--- src/rtl/inst_fetch_bridge.sv ---
// Single-entry instruction fetch buffer between core fetch port and a handshaked SRAM.
// Latency: hit 0 cycles; miss stalls 2 cycles minimum (req cycle 1, data the cycle after ack).
// Backpressure: stallreq_o holds the core on a miss; SRAM throttles via sram_ack_i, bounded by TIMEOUT.
module inst_fetch_bridge #(
    parameter int          ADDR_W   = 20,
    parameter int          TIMEOUT  = 255,
    parameter logic [31:0] NOP_WORD = 32'h0000_0000
) (
    input  logic              clk,
    input  logic              rst,
    input  logic              rom_ce_i,
    input  logic [31:0]       rom_addr_i,
    output logic [31:0]       rom_data_o,
    output logic              stallreq_o,
    output logic              sram_req_o,
    output logic [ADDR_W-1:0] sram_addr_o,
    input  logic              sram_ack_i,
    input  logic [31:0]       sram_data_i,
    output logic              err_o,
    output logic [31:0]       miss_cnt_o
);

    typedef enum logic [1:0] {IDLE, REQ, FILL} state_t;

    localparam logic [15:0] TMO_LAST = 16'(TIMEOUT - 1);

    state_t      state;
    state_t      state_nxt;
    logic        buf_valid;
    logic [31:0] buf_addr;
    logic [31:0] buf_data;
    logic [31:0] lat_addr;
    logic [15:0] timer;

    logic hit;
    logic misaligned;
    logic miss;
    logic timed_out;

    assign misaligned = rom_ce_i && (rom_addr_i[1:0] != 2'b00);
    assign hit        = rom_ce_i && buf_valid && (buf_addr == rom_addr_i);
    assign miss       = rom_ce_i && !misaligned && !hit;
    assign timed_out  = (timer == TMO_LAST);

    always_ff @(posedge clk) begin
        if (!rst) state <= IDLE;
        else      state <= state_nxt;
    end

    always_comb begin
        state_nxt = state;
        case (state)
            IDLE:    if (miss) state_nxt = REQ;
            REQ:     if (sram_ack_i || timed_out) state_nxt = FILL;
            FILL:    state_nxt = IDLE;
            default: state_nxt = IDLE;
        endcase
    end

    // Misaligned is checked ahead of hit so it always returns the NOP word.
    always_comb begin
        rom_data_o = 32'h0;
        stallreq_o = 1'b0;
        if (rst && rom_ce_i) begin
            if (misaligned) begin
                rom_data_o = NOP_WORD;
            end else if (hit) begin
                rom_data_o = buf_data;
            end else begin
                stallreq_o = 1'b1;
            end
        end
    end

    always_ff @(posedge clk) begin
        if (!rst) begin
            buf_valid   <= 1'b0;
            buf_addr    <= 32'h0;
            buf_data    <= 32'h0;
            lat_addr    <= 32'h0;
            timer       <= 16'h0;
            sram_req_o  <= 1'b0;
            sram_addr_o <= '0;
            err_o       <= 1'b0;
            miss_cnt_o  <= 32'h0;
        end else begin
            if (misaligned) err_o <= 1'b1;
            case (state)
                IDLE: begin
                    if (miss) begin
                        sram_req_o  <= 1'b1;
                        sram_addr_o <= rom_addr_i[ADDR_W+1:2];
                        lat_addr    <= rom_addr_i;
                        timer       <= 16'h0;
                    end
                end
                REQ: begin
                    // Ack takes priority over a coincident timeout.
                    if (sram_ack_i) begin
                        buf_data   <= sram_data_i;
                        buf_addr   <= lat_addr;
                        buf_valid  <= 1'b1;
                        sram_req_o <= 1'b0;
                        miss_cnt_o <= miss_cnt_o + 32'd1;
                    end else if (timed_out) begin
                        buf_data   <= NOP_WORD;
                        buf_addr   <= lat_addr;
                        buf_valid  <= 1'b1;
                        sram_req_o <= 1'b0;
                        err_o      <= 1'b1;
                    end else begin
                        timer <= timer + 16'd1;
                    end
                end
                default: ;
            endcase
        end
    end

endmodule

--- config.mk ---
export PLATFORM = sky130hd
export DESIGN_NAME = inst_fetch_bridge
export DESIGN_NICKNAME = d
export VERILOG_FILES = /design/src/rtl/inst_fetch_bridge.sv
export SDC_FILE = /design/constraint.sdc
export NUM_CORES = 1
export LEC_CHECK = 0
export BUFFER_PORTS_ARGS = -buffer_cell sky130_fd_sc_hd__buf_2
export CAP_MARGIN = 20
export CORE_ASPECT_RATIO = 0.9
export CORE_UTILIZATION = 45
export CTS_CLUSTER_DIAMETER = 60
export DETAILED_ROUTE_END_ITERATION = 7
export PLACE_DENSITY = 0.69
export SKIP_CTS_REPAIR_TIMING = 1
export SLEW_MARGIN = 20
export SYNTH_ARGS = -nofsm -noshare
export SYNTH_HDL_FRONTEND = slang
export SYNTH_SLANG_ARGS = --single-unit
export TNS_END_PERCENT = 10
--- constraint.sdc ---
create_clock -name clk -period 3.54 [get_ports clk]
set_input_delay 0.708 -clock clk [delete_from_list [all_inputs] [get_ports clk]]
set_output_delay 0.708 -clock clk [all_outputs]
set_load 0.01 [all_outputs]
==> impl_metrics.tcl <==
set metrics [dict create \
    p_leak_nw 3.35 \
    grt_max_degree 76 \
    finalSetupTns_ps 0 \
    hold_viol_final 0 \
    worstHoldEndpoint "buf_addr[26]" \
    synth_edf_count 0 \
    grt_pass1_wl_mm 26.0 \
    initial_core_util 0.468 \
    synth.area.top_cells "dfxtp_1 45%, nand2_1 8.4%, xor2_1 5.8%" \
    wl_per_cell_um 14.3 \
    syn_avg_cell_area_um2 8.47 \
    rsz0062_at_grt "false" \
    start_kind "input port" \
    final_max_slew_viol_count 0 \
    crit_chain "buf_2 > xnor2_1 > or4b_1 > nor3_2 > nand4b_1 > nor3_2 > buf_12 > and2_1 > buf_2" \
    clockBufferDepth 2 \
    cts_tree "done" \
    power_density_nw_per_um2 483 \
    drive_gt1_frac 0.225 \
    cpPeakStageDelay_ps 480 \
    peakVddDrop_v 0.000328 \
    reg2reg_depth 8 \
    utilization 0.569 \
    synth_top_family_by_area "simple AND/OR/NAND/NOR gates" \
    synthArstFlopShare 0 \
    synth_simple_gate_area_frac 0.256 \
    rr_endpoint "buf_addr[13]" \
    clock_sinks 149 \
    gp_congestion 0.817 \
    die_w_um 130 \
    cap_violations 0 \
    synth-compound-area-share 0.105 \
    ys_seq_elements 149 \
    syn_area_um2 6650 \
    fin_crit_ps 3310 \
    postRouteAntennaNets 0 \
    synth_cell_types 44 \
    setup.worst_path.end_class "output port" \
    clk_latency_ps 420 \
    hp-class "register to register" \
    r2r-start "timer[0]" \
    hold-path-cell-count 2 \
    hpwl_mm 10.5 \
    cts.reportedPaths.clkPinSlew_ps 60 \
    synth_top_cell_area_share 0.449 \
    synth_fa_ha_area_frac 0.00565 \
    fp.dieArea_um2 15300 \
    grt_usage 0.220 \
    outcome "completed" \
    coreArea_um2 14200 \
    std_cell_rows 41 \
    yosys_warnings 0 \
    r2r_slack_ps 900 \
    final_net_count 978 \
    grt_antenna_before_repair 0 \
    cts-htree-levels 4 \
    max_slew_margin 0.306 \
    synth_largest_area_cell "dfxtp_1" \
    synth_nets 856 \
    wl_mm 16.0 \
    numCtsBuffers 17 \
    drc 0 \
    tightest_slew_ps 1040 \
    drtPass1Iterations 5 \
    ys_seq_area_frac 0.449 \
    ys_top_cells_by_count "149 x dfxtp_1, 149 x nand2_1, 77 x nor2_1" \
    grt_pass1_vias 5134 \
    finClkSkew_ps 6.59 \
    area_growth_pct 21.7 \
    die_h_um 117 \
    worstPathRequired_ps 2830 \
    ios 155 \
    via_per_inst 5.15 \
    critical_path_class "input port to output port" \
    fin_crit_sh 0.936 \
    critPathArrivalTime_ps 2610 \
    root_buffer "clkbuf_16" \
    syn_inst 785 \
    drtIter0Drc 391 \
    num_vias 5731 \
    cpMaxStageDelayCell "or4b_1" \
    synth-xor-area-share 0.0830 \
    yosys-mux-area-fraction 0.0467 \
    hold_start "lat_addr[26]" \
    setup_viol 0 \
    whs_ps 449 \
    ys.flop_type "dfxtp_1" \
    grt_overflow 0 \
    io_buffer_count 154 \
    path_max_fanout 32 \
    max_freq_ghz 0.302 \
    num_antenna_cells 0 \
]
worst max-delay path: cells and delay by family:
kind / cells / cell delay [ps]
xor gates and xnor gates: 1 / 240
buffers and inverters: 3 / 440
and+or+nand+nor: 5 / 1200
report_power, final:
| group | internal, mW | switching [mW] | total (mW) |
|---|---|---|---|
| combinational | 0.0767 | 0.127 | 0.204 |
| clock | 1.26 | 0.731 | 1.99 |
| sequential | 1.70 | 0.0143 | 1.71 |
cell type report:
class / count / area (µm²)
fillers: 1343 / 6120
multi-input cells: 566 / 3310
flip-flops and latches: 149 / 2980
repair buffers: 166 / 873
clock buffers: 17 / 425
well taps: 193 / 241
clock inverters: 15 / 226
inverters: 7 / 27.5
routing by layer:
metal | part of all wire | global-route usage | wire (µm) | up-vias
li1 | - | - | - | 2901
met1 | 0.51 | 0.318 | 8100 | 2665
met2 | 0.42 | 0.317 | 6740 | 155
met3 | 0.061 | 0.0632 | 980 | 10
met4 | 0.0090 | 0.0589 | 143 | 0
met5 | 0 | 0 | 0 | -
worst max-delay path by stage:
stage | startpoint | to | slack (ps)
3_3_place_gp | rom_addr_i[25] | rom_data_o[26] | 320
4_1_cts | rom_addr_i[9] | rom_data_o[16] | 230
5_1_grt | rom_addr_i[9] | rom_data_o[15] | 70
6_report | rom_addr_i[9] | rom_data_o[17] | 230
2_1_floorplan | rom_addr_i[25] | rom_data_o[10] | 560
3_5_place_dp | rom_addr_i[9] | rom_data_o[16] | 240
through the flow:
step / worst slack (ps) / instances / power (mW) / area (µm²)
after floorplan: 558 / 785 / 1.87 / 6650
after global placement: 318 / 1081 / 1.95 / 7440
after detailed placement: 237 / 1081 / 1.95 / 7440
after CTS: 235 / 1113 / 3.94 / 8090
after global routing: 66.6 / 1113 / 4.04 / 8090
final: 226 / 1113 / 3.91 / 8090
layout by cell type, fill, tap and decap left out, types with 18 or more instances in the layout:
cell type and count:
and2_1 42, nor2_1 76, nand2_1 149, a21oi_1 49
mux2i_1 31, buf_2 154, xor2_1 44, dfxtp_1 149
xnor2_1 19, nand3_1 18, a22oi_1 32
state kept, by name, indices dropped and copies added (netlist names):
signal and flops:
buf_valid 1, state 2, sram_req_o 1, sram_addr_o 19, buf_addr 32, timer 16, lat_addr 13, buf_data 32
miss_cnt_o 32, err_o 1
cell families (layout without fill, tap and decap cells):
group                    count (synthesis)  after routing
flip-flops                             149            149
AO/OA/AOI/OAI                          110            110
XOR/XNOR                                63             63
buffers and inverters                   70            205
adder cells (fa/ha/maj)                  3              3
AND/OR/NAND/NOR                        359            359
multiplexers                            31             31
No activity file was read; power rests on OpenSTA's default activity.
